[src/rtl/uart_rx.sv]
// uart_rx: UART receiver driven by a sample_tick at OVERSAMPLE x the baud rate.
// Frame: start bit (0), DATA_BITS data bits LSB first, optional odd parity bit,
// one stop bit (1). Bit centres are recovered from the start-bit falling edge.
// Compile-time option UART_RX_MAJORITY_VOTE_EN: each bit is the 2-of-3
// majority of rx_s around the nominal sample tick, decided one tick later.
//
// Output handshake: rx_valid=1 means rx_data/rx_parity_err/rx_frame_err hold
// an unconsumed word; the word is consumed on any clk edge where rx_valid=1
// and rx_ack=1. rx_ack while rx_valid=0 is ignored. A frame completing while
// a word is still unconsumed (and not acked that cycle) is dropped and
// reported with a one-clk rx_overrun pulse.
module uart_rx #(
  parameter int DATA_BITS  = 8,
  parameter int OVERSAMPLE = 16
) (
  input  logic                 clk,
  input  logic                 reset,
  input  logic                 sample_tick,
  input  logic                 rx_pin,
  input  logic                 parity_enable,
  input  logic                 rx_ack,
  output logic [DATA_BITS-1:0] rx_data,
  output logic                 rx_valid,
  output logic                 rx_parity_err,
  output logic                 rx_frame_err,
  output logic                 rx_overrun,
  output logic                 rx_busy
);

  localparam int CW = (OVERSAMPLE > 2) ? $clog2(OVERSAMPLE) : 1;
  localparam int BW = (DATA_BITS > 1) ? $clog2(DATA_BITS) : 1;

`ifdef UART_RX_MAJORITY_VOTE_EN
  // The vote needs the tick after the nominal one, so every decision point
  // moves one tick later; the bit-to-bit spacing stays OVERSAMPLE ticks.
  localparam int START_SAMPLE_I = OVERSAMPLE / 2;
`else
  localparam int START_SAMPLE_I = OVERSAMPLE / 2 - 1;
`endif

  localparam logic [CW-1:0] START_SAMPLE = CW'(START_SAMPLE_I);
  localparam logic [CW-1:0] CNT_LAST     = CW'(OVERSAMPLE - 1);
  localparam logic [BW-1:0] BIT_LAST     = BW'(DATA_BITS - 1);

  typedef enum logic [2:0] {
    S_IDLE   = 3'd0,
    S_START  = 3'd1,
    S_DATA   = 3'd2,
    S_PARITY = 3'd3,
    S_STOP   = 3'd4
  } state_e;

  state_e                 state_q, state_d;
  logic [1:0]             sync_q;
  logic                   rx_s;
  logic                   bit_val;
  logic [CW-1:0]          cnt_q, cnt_d;
  logic [BW-1:0]          bit_idx_q, bit_idx_d;
  logic [DATA_BITS-1:0]   shift_q, shift_d;
  logic                   par_en_q, par_en_d;
  logic                   perr_q, perr_d;
  logic                   armed_q, armed_d;
  logic                   commit;

  logic [DATA_BITS-1:0]   data_q;
  logic                   valid_q;
  logic                   out_perr_q;
  logic                   out_ferr_q;
  logic                   overrun_q;

  // Two-flop synchronizer for the asynchronous serial line; idles high.
  always_ff @(posedge clk or posedge reset) begin
    if (reset) sync_q <= 2'b11;
    else       sync_q <= {sync_q[0], rx_pin};
  end

  assign rx_s = sync_q[1];

`ifdef UART_RX_MAJORITY_VOTE_EN
  logic [1:0] hist_q;

  // History of rx_s on the two previous ticks for the 2-of-3 vote.
  always_ff @(posedge clk or posedge reset) begin
    if (reset)            hist_q <= 2'b11;
    else if (sample_tick) hist_q <= {hist_q[0], rx_s};
  end

  assign bit_val = (hist_q[1] & hist_q[0]) | (hist_q[1] & rx_s) | (hist_q[0] & rx_s);
`else
  assign bit_val = rx_s;
`endif

  // State register.
  always_ff @(posedge clk or posedge reset) begin
    if (reset) state_q <= S_IDLE;
    else       state_q <= state_d;
  end

  // Next-state and datapath next values; everything advances only on a tick.
  always_comb begin
    state_d   = state_q;
    cnt_d     = cnt_q;
    bit_idx_d = bit_idx_q;
    shift_d   = shift_q;
    par_en_d  = par_en_q;
    perr_d    = perr_q;
    armed_d   = armed_q;
    commit    = 1'b0;
    if (sample_tick) begin
      case (state_q)
        S_IDLE: begin
          if (armed_q && !rx_s) begin
            state_d  = S_START;
            cnt_d    = '0;
            par_en_d = parity_enable;
            perr_d   = 1'b0;
          end else if (rx_s) begin
            armed_d = 1'b1;
          end
        end
        S_START: begin
          if (cnt_q == START_SAMPLE) begin
            cnt_d = '0;
            if (!bit_val) begin
              state_d   = S_DATA;
              bit_idx_d = '0;
            end else begin
              state_d = S_IDLE;
            end
          end else begin
            cnt_d = cnt_q + CW'(1);
          end
        end
        S_DATA: begin
          if (cnt_q == CNT_LAST) begin
            cnt_d   = '0;
            shift_d = {bit_val, shift_q[DATA_BITS-1:1]};
            if (bit_idx_q == BIT_LAST) begin
              state_d = par_en_q ? S_PARITY : S_STOP;
            end else begin
              bit_idx_d = bit_idx_q + BW'(1);
            end
          end else begin
            cnt_d = cnt_q + CW'(1);
          end
        end
        S_PARITY: begin
          if (cnt_q == CNT_LAST) begin
            cnt_d   = '0;
            perr_d  = ~((^shift_q) ^ bit_val);
            state_d = S_STOP;
          end else begin
            cnt_d = cnt_q + CW'(1);
          end
        end
        S_STOP: begin
          if (cnt_q == CNT_LAST) begin
            cnt_d   = '0;
            commit  = 1'b1;
            armed_d = 1'b0;
            state_d = S_IDLE;
          end else begin
            cnt_d = cnt_q + CW'(1);
          end
        end
        default: state_d = S_IDLE;
      endcase
    end
  end

  // Datapath registers of the receive engine.
  always_ff @(posedge clk or posedge reset) begin
    if (reset) begin
      cnt_q     <= '0;
      bit_idx_q <= '0;
      shift_q   <= '0;
      par_en_q  <= 1'b0;
      perr_q    <= 1'b0;
      armed_q   <= 1'b0;
    end else begin
      cnt_q     <= cnt_d;
      bit_idx_q <= bit_idx_d;
      shift_q   <= shift_d;
      par_en_q  <= par_en_d;
      perr_q    <= perr_d;
      armed_q   <= armed_d;
    end
  end

  // Output word register: commit/drop a finished frame, consume on ack.
  always_ff @(posedge clk or posedge reset) begin
    if (reset) begin
      data_q     <= '0;
      valid_q    <= 1'b0;
      out_perr_q <= 1'b0;
      out_ferr_q <= 1'b0;
      overrun_q  <= 1'b0;
    end else begin
      overrun_q <= 1'b0;
      if (commit) begin
        if (!valid_q || rx_ack) begin
          data_q     <= shift_q;
          out_perr_q <= perr_q;
          out_ferr_q <= ~bit_val;
          valid_q    <= 1'b1;
        end else begin
          overrun_q <= 1'b1;
        end
      end else if (rx_ack && valid_q) begin
        valid_q    <= 1'b0;
        out_perr_q <= 1'b0;
        out_ferr_q <= 1'b0;
      end
    end
  end

  // Outputs decoded from state and the output word register.
  always_comb begin
    rx_busy       = (state_q != S_IDLE);
    rx_data       = data_q;
    rx_valid      = valid_q;
    rx_parity_err = out_perr_q;
    rx_frame_err  = out_ferr_q;
    rx_overrun    = overrun_q;
  end

endmodule

[config.mk]
export PLATFORM = sky130hd
export DESIGN_NAME = uart_rx
export DESIGN_NICKNAME = d
export VERILOG_FILES = /design/src/rtl/uart_rx.sv
export SDC_FILE = /design/constraint.sdc
export NUM_CORES = 1
export LEC_CHECK = 0
export CAP_MARGIN = 40
export CORE_MARGIN = 2
export CORE_UTILIZATION = 50
export DETAILED_ROUTE_END_ITERATION = 10
export MAX_ROUTING_LAYER = met4
export PLACE_DENSITY = 0.84
export SYNTH_ARGS = -nofsm -noshare
export SYNTH_HDL_FRONTEND = slang
export SYNTH_SLANG_ARGS = --single-unit
[constraint.sdc]
create_clock -name clk -period 2.5 [get_ports clk]
set_input_delay 0.75 -clock clk [delete_from_list [all_inputs] [get_ports clk]]
set_output_delay 0.75 -clock clk [all_outputs]
set_load 0.01 [all_outputs]
==> results of run 1 <==
## layer usage
layer / global-route usage (%) / vias to the layer above / routed length, um
li1: - / 558 / -
met1: 23.21 / 555 / 1406
met2: 27.72 / 20 / 1394
met3: 6.522 / 7 / 110
met4: 8.333 / 0 / 65
met5: - / - / 0
## layout by cell type (no fill, tap or decap), drive strengths merged, types with 2 or more instances in the layout
master,instances
nor2b,5
buf,4
nor2,7
xnor2,5
nand2b,2
o21ai,8
or3b,2
clkbuf,7
or2,2
a21boi,2
a31oi,3
nand3,4
a22o,2
mux2,20
a221oi,2
nand2,10
dfstp,2
nand4,3
inv,3
clkdlybuf4s50,17
and2,2
dfrtp,33
ha,3
## registers in the layout, indices dropped and copies added (netlist names), 2 cells and up
name and cells:
rx_data 8, shift_q 8, cnt_q 4, bit_idx_q 3, state_q 3, sync_q 2
## power breakdown
part / total (mW) / internal [mW] / switching, mW
clock: 0.300 / 0.110 / 0.191
sequential: 0.721 / 0.645 / 0.0762
combinational: 0.343 / 0.194 / 0.148
## final cells by class
type / count / area (um^2) / share of cell area, %
clock buffer: 7 / 45.04 / 2.261
clock inverter: 1 / 5.005 / 0.2513
inverter: 3 / 11.26 / 0.5653
multi-input combinational: 97 / 769.5 / 38.63
sequential: 35 / 878.3 / 44.10
tap: 46 / 57.56 / 2.889
timing repair buffer: 22 / 225.2 / 11.31
## critical path, cell delays in order (launching register included)
cell and delay (ps):
dfrtp_1 390, or3_1 450, dlymetal6s2s_1 200
## logic make-up (layout without fill, tap and decap cells)
logic type	Yosys count	after routing	synth area share, %
DFF	35	35	51.81
muxes	20	20	13.50
xor gates and xnor gates	7	7	4.428
AOI/OAI and AO/OA	25	25	11.22
buffers and inverters	9	33	2.805
and+or+nand+nor	42	42	14.02
adders and majority gates	3	3	2.214
## per-stage QoR
step                      power, mW  hold WS (ps)  cell area [um^2]
after floorplan              0.9987         345.2              1695
after CTS                     1.376         365.0              1989
after detailed placement      1.078         350.7              1939
after global placement        1.052         346.3              1939
after global routing          1.463         373.1              1992
final                         1.364         364.1              1992
## worst paths after layout
kind / end / start / cells after the start / slack (ps)
worst max-delay path: rx_busy / state_q[0] / 2 / 360
max in group asynchronous: perr_q / reset / 3 / 1270
worst max register to register: bit_idx_q[0] / bit_idx_q[0] / 6 / 570
worst min register to register: sync_q[1] / sync_q[0] / 0 / 360
min in group asynchronous: rx_data[5] / reset / 2 / 740
worst min-delay path: sync_q[1] / sync_q[0] / 0 / 360
## timing repair
item	CTS	global route
endpoints found under the setup margin	0	1
gates resized for setup	0	1
endpoints found under the hold margin	0	0
==> out/metrics.cfg, run 1 <==
[die]
ios = 19
num_rows = 21
initial_core_util_pct = 51.62
core_um2 = 3284
dieHeight_um = 62.23
dieArea_um2 = 3873
die_w_um = 62.23

[worst_setup_path]
critPathCaptureType = output port
worstSetupStartpointType = flip-flop
crit_type = reg2out
arrival_ps = 1390
critPathRequiredTime_ps = 1750
cp_max_fo = 5

[sta]
rsz0062_at_grt = no
fmax_mhz = 468.3
skew_ps = 11.60
setup_tns_ps = 0
min_period_over_period_pct = 85.42
slew_headroom_pct = 65.75
hold_viol = 0
final-setup-viol-count = 0
drv_slew = 0
period_minus_slack_ps = 2136
timing.final.ws_setup_ps = 364.5
worstMarginPinSlew_ps = 513.2

[logic_synthesis]
netlist.area_leader.share_pct = 48.71
yosysTopAreaCell = dfrtp_1
syn_avg_cell_area_um2 = 12.02
netlist_area_um2 = 1695
netlist-cell-type-count = 47
synth_fp_nets = 150
synth-seq-cells = 35
synth_common_cells = dfrtp_1, mux2_2, nand2_1, nor2_1
yosysMostFrequentCell = dfrtp_1
synthFlopType = dfrtp_1
seq_area_frac_synth_pct = 51.81
synthTopCellsByArea = dfrtp_1, mux2_2, dfstp_2
synth_cells = 141
synthArstFlopShare_pct = 100.0
yosysWarningCount = 0
synth_edf_count = 0

[detailed_routing]
viasPerCell = 5.403
firstDrtPassIters = 4
drtIter0Drc = 76
drc_errors = 0
ant_nets = 0
vias = 1140
post_drt_wl_per_cell_um = 14.10
drt_wl_total_um = 2976

[run_status]
status = complete, no violations

[layout]
layout-area-overhead-vs-synth_pct = 17.49
diodes = 0
final-instance-count-excl-fill = 211
n_fill_cell = 286
fin_nets = 173
fin_util_pct = 60.65
drive_above_1_share_pct = 23.03

[clock_tree]
clkLatencyLatePin_ps = 340
numCtsBuffers = 5
ctsHoldBuffers = 0
cts_setup_buffers = 0
cts-root-buf = clkbuf_4
cts_sinks = 35
clockBufferDepth = 2
htree_levels = 2
path_clk_slew_ps = 110
tritoncts = yes

[placed_design]
place_inst = 203
io_buffer_count = 18
pre_cts_ws_ps = 159.7
gp_congestion = 0.8093
hpwl_um = 2186

[grt]
grt_start_max_net_pins = 24
gr-usage-all-layers_pct = 18.68
overflow = 0
antenna_found_initial = 0
first_global_vias = 1199
grt_pass1_wl_um = 5457

[job]
max_cap_viol_count = 0

[min_path]
hold_path.class = reg2reg

[power_and_ir_drop]
p_leak_nw = 0.9429
p_per_area_nw_per_um2 = 684.7
ir_drop_mv = 0.4122

Power figures use the tool's default switching activity.
==> run 2, diff against run 1 <==
==> constraint.sdc (replaced) <==
create_clock -name clk -period 2.5 [get_ports clk]
set_input_delay 0.75 -clock clk [delete_from_list [all_inputs] [get_ports clk]]
set_output_delay 0.75 -clock clk [all_outputs]
set_load 0.02 [all_outputs]
==> run 2 against run 1 <==
Effect of this change:
- global-route usage fell by 0.87 points
- clock power rose by 40%
- flip-flop and latch count unchanged
- non-clock buffer count unchanged
- first-iteration DRC count fell by 34%
- worst hold slack about the same
- cell count did not move
- wire length up 0.54%
- design area increased by 1.6%
- critical path type unchanged
- critical endpoint unchanged
- largest cell class unchanged
- largest power group unchanged
==> out/metrics.cfg, run 2 (synthesized netlist as in run 1, its figures left out) <==
[worst_setup_path]
critPathRequiredTime_ps = 1750  ; about the same
cp_cell_sequence = or3_1 -> dlygate4sd2_1  ; was or3_1 -> dlymetal6s2s_1
regToRegEndpoint = bit_idx_q[0]  ; unchanged
r2r_cells = 6  ; unchanged
r2r-start = bit_idx_q[0]  ; unchanged
cp_num_buf_inv = 1  ; unchanged
crit_type = reg2out  ; unchanged
worstSetupStartpointType = flip-flop  ; unchanged
critPathCaptureType = output port  ; unchanged
max_stage_delay_ps = 450  ; about the same
reg2reg_slack_ps = 560  ; was 570 ps
cp_max_fo = 5  ; unchanged
crit_family = simple AND/OR/NAND/NOR gates  ; unchanged
crit_slowest_cell = or3_1  ; unchanged
arrival_ps = 1520  ; was 1390 ps

[power_and_ir_drop]
finalPower_mw = 1.487  ; was 1.364 mW
p_int_mw = 1.075  ; was 0.9486 mW
clock_power_share_pct = 28.2  ; was 22.0%
p_leak_nw = 0.9601  ; was 0.9429 nW
swShare_pct = 27.68  ; was 30.45%
seqPwrFrac_pct = 48.6  ; was 52.8%
p_comb_share_pct = 23.2  ; was 25.1%
ir_drop_mv = 0.4732  ; was 0.4122 mV
switchingPower_mw = 0.4115  ; was 0.4153 mW
p_per_area_nw_per_um2 = 734.4  ; was 684.7 nW/um^2

[layout]
n_fill_cell = 283  ; was 286
mostFrequentLayoutCells = dfrtp_1, mux2_2, clkdlybuf4s50_1, nand2_1, nor2_1  ; unchanged
layout-area-overhead-vs-synth_pct = 19.41  ; was 17.49%
final_common_cell = dfrtp_1  ; unchanged
drive_above_1_share_pct = 24.24  ; was 23.03%
fin_nets = 173  ; unchanged
diodes = 0  ; unchanged

[grt]
gr-usage-all-layers_pct = 17.81  ; was 18.68%
grt_pass1_wl_um = 5306  ; was 5457 um
first_global_vias = 1145  ; was 1199
overflow = 0  ; unchanged
antenna_found_initial = 0  ; unchanged
grt_start_max_net_pins = 24  ; unchanged

[sta]
fmax_mhz = 439.8  ; was 468.3 MHz
hold_viol = 0  ; unchanged
skew_ps = 11.28  ; was 11.60 ps
min_period_over_period_pct = 90.94  ; was 85.42%
period_minus_slack_ps = 2274  ; was 2136 ps
slew_headroom_pct = 65.54  ; was 65.75%
drv_slew = 0  ; unchanged
worstMarginPinSlew_ps = 516.4  ; was 513.2 ps
rsz0062_at_grt = no  ; unchanged
setup_tns_ps = 0  ; unchanged
final-setup-viol-count = 0  ; unchanged

[die]
die_w_um = 62.23  ; unchanged
core_um2 = 3284  ; unchanged
dieHeight_um = 62.23  ; unchanged
num_rows = 21  ; unchanged
dieArea_um2 = 3873  ; unchanged
initial_core_util_pct = 51.62  ; unchanged
ios = 19  ; unchanged

[detailed_routing]
drtIter0Drc = 50  ; was 76
viasPerCell = 5.370  ; was 5.403
post_drt_wl_per_cell_um = 14.18  ; was 14.10 um
vias = 1133  ; was 1140
drt_wl_total_um = 2992  ; was 2976 um
ant_nets = 0  ; unchanged
firstDrtPassIters = 4  ; unchanged
drc_errors = 0  ; unchanged

[clock_tree]
ctsHoldBuffers = 0  ; unchanged
cts_sinks = 35  ; unchanged
path_clk_slew_ps = 100  ; was 110 ps
clkLatencyLatePin_ps = 340  ; about the same
cts_resized = 1  ; was 0
cts-root-buf = clkbuf_4  ; unchanged
numCtsBuffers = 5  ; unchanged
htree_levels = 2  ; unchanged
cts_setup_buffers = 0  ; unchanged
tritoncts = yes  ; unchanged
clockBufferDepth = 2  ; unchanged

[min_path]
holdPathEnd = sync_q[1]  ; unchanged
hold_path_startpoint = sync_q[0]  ; unchanged
hold_depth = 0  ; unchanged
hold_path.class = reg2reg  ; unchanged

[job]
max_cap_viol_count = 0  ; unchanged

[run_status]
status = complete, no violations  ; unchanged

[placed_design]
hpwl_um = 2157  ; was 2186 um
gp_congestion = 0.8092  ; was 0.8093
io_buffer_count = 18  ; unchanged

run 2: how the worst max path moves through the flow:
| stage | from | endpoint | slack [ps] | cells after the start |
|---|---|---|---|---|
| 3_5_place_dp | sample_tick | shift_q[0] | 140 | 4 |
| 2_1_floorplan | bit_idx_q[0] | bit_idx_q[0] | 670 | 6 |
| 4_1_cts | state_q[0] | rx_busy | 210 | 2 |
| 3_3_place_gp | sample_tick | shift_q[6] | 210 | 4 |
| 6_report | state_q[0] | rx_busy | 230 | 2 |
| 5_1_grt | state_q[0] | rx_busy | 150 | 2 |
run 2: layout make-up:
cell class / count / area, um^2 / area share [%]
Multi-Input combinational cell: 97 / 769.5 / 38.01
Sequential cell: 35 / 878.3 / 43.39
Timing Repair Buffer: 22 / 221.5 / 10.94
Clock buffer: 6 / 51.30 / 2.534
Tap cell: 46 / 57.56 / 2.843
Inverter: 3 / 11.26 / 0.5562
Clock inverter: 2 / 35.03 / 1.731
run 2: power by group through the flow:
stage / Sequential (mW) / Combinational, mW / Clock, mW
finish: 0.723 / 0.345 / 0.419
global route: 0.735 / 0.396 / 0.453
CTS: 0.722 / 0.351 / 0.431
detailed placement: 0.732 / 0.347 / 0
global placement: 0.725 / 0.327 / 0
floorplan: 0.710 / 0.289 / 0
run 2: routing by layer:
layer	track usage (%)	vias to the layer above	share of wire, %
met4	6.111	0	0.87
met5	-	-	0
met1	22.78	549	45
met3	5.072	2	3.8
met2	27.45	30	50
li1	-	552	-
run 2: per-stage QoR:
step,setup WS [ps],area [um^2],utilization (%),cells,hold WS (ps)
finish,226.5,2024,61.64,211,364.1
floorplan,665.9,1695,-,141,345.2
global route,154.2,2024,61.64,211,373.5
global placement,213.3,1939,59.05,203,346.3
detailed placement,137.5,1939,59.05,203,350.7
CTS,210.6,2024,61.64,211,366.2
run 2: worst reg2reg max path, delay by kind of cell (launching register included):
kind	cells	cell delay, ps
flops	1	410
mux	1	280
simple gates	1	370
fa+ha+maj	2	410
compound gates	2	380
